$ cat config.mk
export PLATFORM = sky130hd
export DESIGN_NAME = instr_sequencer_flat
export DESIGN_NICKNAME = d
export VERILOG_FILES = /design/src/rtl/instr_sequencer_pkg.sv /design/src/rtl/instr_sequencer_if.sv /design/src/rtl/instr_sequencer_prog_ram.sv /design/src/rtl/instr_sequencer.sv /design/src/flat_wrapper.sv
export SDC_FILE = /design/constraint.sdc
export NUM_CORES = 1
export LEC_CHECK = 0
export CAP_MARGIN = 20
export CORE_UTILIZATION = 50
export CTS_CLUSTER_SIZE = 14
export DETAILED_ROUTE_END_ITERATION = 10
export HOLD_SLACK_MARGIN = 0.02
export PLACE_DENSITY_LB_ADDON = 0.05
export SYNTH_ARGS = -nofsm -noshare
export SYNTH_HDL_FRONTEND = slang
export SYNTH_SLANG_ARGS = --single-unit
$ cat constraint.sdc
create_clock -name clock -period 4.2 [get_ports clock]
set_input_delay 1.05 -clock clock [delete_from_list [all_inputs] [get_ports clock]]
set_output_delay 1.05 -clock clock [all_outputs]
set_load 0.02 [all_outputs]
$ cat src/rtl/instr_sequencer_pkg.sv
// Shared constants, FSM encoding and field helpers for the
// autoencoder program sequencer.
package instr_sequencer_pkg;

  localparam int INSTR_W = 16;
  localparam logic [3:0] HALT_OP = 4'hF;

  typedef enum logic [1:0] {
    S_IDLE,
    S_LOAD,
    S_RUN,
    S_DONE
  } state_t;

  function automatic logic [3:0] opcode(
    input logic [INSTR_W-1:0] w
  );
    return w[INSTR_W-1 -: 4];
  endfunction

endpackage

$ cat src/rtl/instr_sequencer_if.sv
// Host program-load handshake: one instruction word per
// valid/ready beat, last marks the final word.
interface instr_sequencer_if;
  import instr_sequencer_pkg::*;

  logic               valid;
  logic               ready;
  logic               last;
  logic [INSTR_W-1:0] data;

  modport master (
    output valid,
    output data,
    output last,
    input  ready
  );

  modport slave (
    input  valid,
    input  data,
    input  last,
    output ready
  );

endinterface

$ cat src/rtl/instr_sequencer_prog_ram.sv
// Program store: one write port, one synchronous read port.
// Contents are deliberately not reset.
module instr_sequencer_prog_ram #(
  parameter int AW = 5,
  parameter int DW = 16
) (
  input  logic          clock,
  input  logic          we,
  input  logic [AW-1:0] waddr,
  input  logic [DW-1:0] wdata,
  input  logic          re,
  input  logic [AW-1:0] raddr,
  output logic [DW-1:0] rdata
);

  logic [DW-1:0] mem [2**AW];

  always_ff @(posedge clock) begin
    if (we) mem[waddr] <= wdata;
    if (re) rdata <= mem[raddr];
  end

endmodule

$ cat src/rtl/instr_sequencer.sv
// Program sequencer: loads a program from the host, then
// issues it one word per cycle for a number of epochs.
module instr_sequencer
  import instr_sequencer_pkg::*;
#(
  parameter int ADDR_W  = 5,
  parameter int EPOCH_W = 8
) (
  input  logic               clock,
  input  logic               reset_n,
  instr_sequencer_if.slave   ld,
  input  logic               start,
  input  logic               abort,
  input  logic [EPOCH_W-1:0] epochs,
  output logic [INSTR_W-1:0] instruction,
  output logic               instr_valid,
  output logic [ADDR_W-1:0]  pc,
  output logic [EPOCH_W-1:0] epoch_count,
  output logic               busy,
  output logic               done
);

  state_t              state, state_d;
  logic [ADDR_W-1:0]   pc_d, wr_ptr, wr_ptr_d;
  logic [ADDR_W:0]     prog_len, prog_len_d;
  logic [EPOCH_W-1:0]  tgt, tgt_d, fpass, fpass_d;
  logic [EPOCH_W-1:0]  ec_d, ec_inc;
  logic                fetch_off, foff_d;
  logic                iss_vld, ivld_d;
  logic                iss_last, ilast_d;
  logic                we, accept, wr_end, fetch;
  logic                f_last, f_more, is_halt;
  logic                pass_end, run_end, restart;
  logic [INSTR_W-1:0]  rdata;

  instr_sequencer_prog_ram #(
    .AW (ADDR_W),
    .DW (INSTR_W)
  ) u_ram (
    .clock (clock),
    .we    (we),
    .waddr (wr_ptr),
    .wdata (ld.data),
    .re    (fetch),
    .raddr (pc),
    .rdata (rdata)
  );

  assign ld.ready = (state == S_IDLE)
                 || (state == S_LOAD);
  assign accept = ld.valid && ld.ready;
  assign wr_end = ld.last || (&wr_ptr);

  assign fetch  = (state == S_RUN) && !fetch_off;
  assign f_last = ({1'b0, pc} ==
                   prog_len - (ADDR_W+1)'(1));
  assign f_more = ({1'b0, fpass} + (EPOCH_W+1)'(1))
                  < {1'b0, tgt};

  assign is_halt  = iss_vld
                 && (opcode(rdata) == HALT_OP);
  assign pass_end = iss_vld && (iss_last || is_halt);
  assign ec_inc   = epoch_count + EPOCH_W'(1);
  assign run_end  = pass_end && (ec_inc == tgt);
  assign restart  = is_halt && !run_end;

  // A HALT word is swallowed: it ends the pass without issuing.
  assign instr_valid = iss_vld && !is_halt;
  assign instruction = instr_valid ? rdata : '0;
  assign busy        = (state != S_IDLE);

  always_comb begin
    state_d    = state;
    pc_d       = pc;
    wr_ptr_d   = wr_ptr;
    prog_len_d = prog_len;
    tgt_d      = tgt;
    fpass_d    = fpass;
    foff_d     = fetch_off;
    ivld_d     = 1'b0;
    ilast_d    = 1'b0;
    ec_d       = epoch_count;
    we         = 1'b0;
    done       = 1'b0;
    unique case (state)
      S_IDLE, S_LOAD: begin
        if (accept) begin
          we = 1'b1;
          if (wr_end) begin
            prog_len_d = {1'b0, wr_ptr}
                       + (ADDR_W+1)'(1);
            wr_ptr_d   = '0;
            state_d    = S_IDLE;
          end else begin
            wr_ptr_d = wr_ptr + ADDR_W'(1);
            state_d  = S_LOAD;
          end
        end else if (state == S_IDLE && start) begin
          ec_d    = '0;
          tgt_d   = (epochs == '0) ? EPOCH_W'(1)
                                   : epochs;
          pc_d    = '0;
          fpass_d = '0;
          foff_d  = 1'b0;
          state_d = (prog_len != '0) ? S_RUN
                                     : S_DONE;
        end
      end
      S_RUN: begin
        if (abort) begin
          state_d = S_IDLE;
        end else begin
          if (pass_end) ec_d = ec_inc;
          if (run_end) begin
            state_d = S_DONE;
          end else if (restart) begin
            // squash the word behind the HALT
            pc_d    = '0;
            fpass_d = ec_inc;
            foff_d  = 1'b0;
          end else if (fetch) begin
            ivld_d  = 1'b1;
            ilast_d = f_last;
            if (f_last) begin
              fpass_d = fpass + EPOCH_W'(1);
              if (f_more) pc_d = '0;
              else        foff_d = 1'b1;
            end else begin
              pc_d = pc + ADDR_W'(1);
            end
          end
        end
      end
      S_DONE: begin
        done    = 1'b1;
        state_d = S_IDLE;
      end
    endcase
  end

  always_ff @(posedge clock or negedge reset_n) begin
    if (!reset_n) begin
      state       <= S_IDLE;
      pc          <= '0;
      wr_ptr      <= '0;
      prog_len    <= '0;
      tgt         <= '0;
      fpass       <= '0;
      fetch_off   <= 1'b0;
      iss_vld     <= 1'b0;
      iss_last    <= 1'b0;
      epoch_count <= '0;
    end else begin
      state       <= state_d;
      pc          <= pc_d;
      wr_ptr      <= wr_ptr_d;
      prog_len    <= prog_len_d;
      tgt         <= tgt_d;
      fpass       <= fpass_d;
      fetch_off   <= foff_d;
      iss_vld     <= ivld_d;
      iss_last    <= ilast_d;
      epoch_count <= ec_d;
    end
  end

endmodule

$ cat src/flat_wrapper.sv
// flat-port wrapper written by rule: the top's interface ports become plain ports
module instr_sequencer_flat import instr_sequencer_pkg::*;
#(
  parameter int ADDR_W  = 5,
  parameter int EPOCH_W = 8
)
  (clock, reset_n, start, abort, epochs, instruction, instr_valid, pc, epoch_count, busy, done, ld_valid, ld_data, ld_last, ld_ready);
  instr_sequencer_if ld_i ();
  input  logic clock;
  input  logic reset_n;
  input  logic start;
  input  logic abort;
  input  logic [EPOCH_W-1:0] epochs;
  output logic [INSTR_W-1:0] instruction;
  output logic instr_valid;
  output logic [ADDR_W-1:0] pc;
  output logic [EPOCH_W-1:0] epoch_count;
  output logic busy;
  output logic done;
  input wire logic [$bits(ld_i.valid)-1:0] ld_valid;
  input wire logic [$bits(ld_i.data)-1:0] ld_data;
  input wire logic [$bits(ld_i.last)-1:0] ld_last;
  output wire logic [$bits(ld_i.ready)-1:0] ld_ready;
  assign ld_i.valid = ld_valid;
  assign ld_i.data = ld_data;
  assign ld_i.last = ld_last;
  assign ld_ready = ld_i.ready;
  instr_sequencer #(.ADDR_W(ADDR_W), .EPOCH_W(EPOCH_W)) u_core (.clock(clock), .reset_n(reset_n), .ld(ld_i), .start(start), .abort(abort), .epochs(epochs), .instruction(instruction), .instr_valid(instr_valid), .pc(pc), .epoch_count(epoch_count), .busy(busy), .done(done));
endmodule
==> flow_summary.ini <==
[final_layout]
syn_to_final_growth_pct = 15.49
finalNonFillerCells = 1925
n_fill_cell = 3391
fin_nets = 1324
layout_commonest_cell = edfxtp_1
final_cell_mix = 528 x edfxtp_1, 160 x mux4_2, 60 x clkdlybuf4s50_1, 59 x clkbuf_16, 57 x buf_4
final_layout_size_suffix_gt1_share_pct = 29.00

[route]
drt-pass1-iter-count = 5
vias = 11390
drc_errors = 0
wire_per_inst_um = 26.99
avgViaCountPerCell = 5.919
wirelength_mm = 51.96
drtAntennaViolNets = 0
drt_iter0_drc = 1158

[run_status]
outcome = complete, no violations

[clock_tree]
clock-sinks = 573
cts_root_buf = clkbuf_16
cts-buffers-inserted = 58
cts_max_path_buffers = 3
clock_latency_ns = 0.62
ctsHtreeMaxLevel = 2
ctsHoldBuffers = 0
cts_setup_buffers = 0
ctsResizeCount = 0
cts_tree = done
clkTransAtPathRegs_ns = 0.06

[timing]
setup_viol_count_final = 0
rsz0062_at_grt = false
fin_crit_ns = 3.833
fin_setup_tns_ns = 0
worst_pin_slew_ns = 0.9700
finalMaxSlewViolations = 0
hold_viol = 0
finClkSkew_ns = 0.02293
fmax_mhz = 260.9
finalCritPeriodShare_pct = 91.26
slew_headroom_pct = 34.65

[die]
pin_count = 63
num_rows = 78
core-area_um2 = 45670
die_y_um = 217.8
initial_core_util_pct = 51.00
die-area_um2 = 47450
dieWidth_um = 217.8

[global_route]
antenna_found_initial = 3
grt_pass1_wl_mm = 76.87
grt.total_usage_pct = 22.81
grt_max_degree = 46
gr-total-overflow = 0
grt_pass1_vias = 11390

[power_and_ir_drop]
clockPowerShare_pct = 37.7
combPwrFrac_pct = 12.8
p_leak_nw = 8.657
switching_power_mw = 3.132
power.density_nw_per_um2 = 492.2
power_frac_seq_pct = 49.5
peakVddDrop_uv = 341.8
p_sw_share_pct = 23.65
internal_power_mw = 10.11

[placed_design]
io_buffers = 62
place.gp.congestion = 0.8203
place_inst = 1815
dp_hpwl_mm = 32.77

[yosys]
syn_inst = 1143
synth_area_um2 = 23290
synth.distinct_cells = 71
synth_nets = 1190
ys.flop_type = edfxtp_1
ys_ff_latch = 573
avgSynthCellArea_um2 = 20.38
ys_seq_area_share_pct = 72.91
synth_edf_count = 528
ys_warn_count = 0
async_flop_share_pct = 7.853

[setup_path]
setup.worst_path.start = u_core.u_ram.rdata[15]
endpoint_kind = output pin
critPathArrivalTime_ns = 2.78
cp.required_ns = 3.15
worstPathMaxFanout = 12
worstSetupStartpointType = flop
crit_chain = and4_1 > nor2b_1 > buf_4 > and2_1 > clkdlybuf4s50_1
critPathKind = flop to output pin
slowest_stage = clkdlybuf4s50_1
r2r-start = u_core.fpass[0]
crit_path_max_incr_delay_ns = 0.61

[flow_run]
maxCapViolCount = 0

[min_path]
hold_path.class = primary input to asynchronous set/reset pin
[through the flow]
step	utilization, %	hold WS [ns]	power [mW]	instance area [um2]	worst slack [ns]
after floorplan	-	0.4822	7.743	23290	1.372
after global placement	54.81	0.5108	8.372	25030	0.8127
after detailed placement	54.81	0.5155	8.383	25030	0.7614
after CTS	58.84	0.5280	13.38	26870	0.2944
after global routing	58.89	0.2572	13.72	26900	0.1989
final	58.90	0.2848	13.24	26900	0.3671
[state kept, by name, summed over array words and instances (netlist names), 2 cells and up]
signal and flops:
u_core.prog_len 6, u_core.pc 5, u_core.fpass 8, u_core.state 2, u_core.u_ram.mem 512, u_core.epoch_count 8
u_core.u_ram.rdata 16, u_core.tgt 8, u_core.wr_ptr 5
[layout make-up]
cell class / instances / area [um2] / share of cell area [%]
inverters: 17 / 63.81 / 0.2372
well taps: 600 / 750.7 / 2.791
diodes: 1 / 2.502 / 0.009302
repair buffers: 127 / 1184 / 4.400
flip-flops and latches: 573 / 16990 / 63.16
clock inverters: 28 / 269.0 / 1.000
clock buffers: 79 / 1572 / 5.842
multi-input cells: 500 / 6070 / 22.56
[worst max-delay path, delay by kind of cell (launching register included)]
kind | cells | cell delay [ns]
buffers and inverters | 2 | 0.88
DFF | 1 | 0.42
and+or+nand+nor | 3 | 0.88
[synthesized netlist by cell type (all sizes together), types with 2 or more instances]
cell type  count  area [um2]
nor2b          5       31.28
nor2          55       209.0
a31oi          3       18.77
a21boi         2       15.02
xor2          12       105.1
nand4          5       58.80
o21a           2       15.01
or4            2       18.77
nand2b         8       50.05
o31ai          7       85.08
buf           32       178.9
xnor2         13       128.9
or3            3       23.77
ha            17       212.7
a211oi         3       35.03
a22o           2       17.52
dfrtp         45        1126
or2            3       18.77
mux4         160        3603
inv           17       63.81
nor3           6       30.03
edfxtp       528       15860
clkbuf        21       78.83
mux2          19       214.0
o41ai          2       17.52
nand2         47       176.4
o221ai         3       26.28
o21ai         43       215.2
a21oi          7       46.30
o2111ai        2       35.04
xnor3          3       67.56
and3           6       38.79
nand3b         4       42.54
and2          19       118.9
mux2i          5       50.05
o211ai         4       58.81
nand3         15       85.08
[per-layer routing]
metal	global-route usage (%)	up-vias	routed length, um
met4	6.597	2	1287
met5	0	-	13
met2	32.54	367	23000
met3	4.156	66	3366
li1	-	4954	-
met1	36.05	6005	24290
[power by group through the flow]
stage	Sequential, mW	Combinational [mW]	Clock (mW)
2_1_floorplan	6.61	1.13	0
3_3_place_gp	6.67	1.70	0
3_5_place_dp	6.67	1.71	0
4_1_cts	6.55	1.72	5.10
5_1_grt	6.57	1.83	5.31
6_report	6.55	1.70	4.99
[logic make-up (layout without fill, tap and decap cells)]
logic type	count (synthesis)	after routing	share of synthesized area, %
other	0	1	0
adder cells (fa/ha/maj)	17	17	0.9132
AO/OA/AOI/OAI	87	87	2.788
XOR/XNOR	28	28	1.295
buffers and inverters	70	251	1.381
multiplexers	184	184	16.60
AND/OR/NAND/NOR	184	184	4.115
flip-flops	573	573	72.91
[path summary, 6_finish.rpt]
check                                   to  slack [ns]  cells after the start
setup / recovery            instruction[1]        0.37                      5
min in group clock         u_core.fpass[1]        0.53                      2
max in group asynchronous     u_core.pc[0]        3.42                      2
hold / removal               u_core.tgt[4]        0.28                      1
hold reg to reg            u_core.fpass[1]        0.53                      2
setup reg to reg              u_core.pc[2]        0.98                     11
Power figures use the tool's default switching activity.
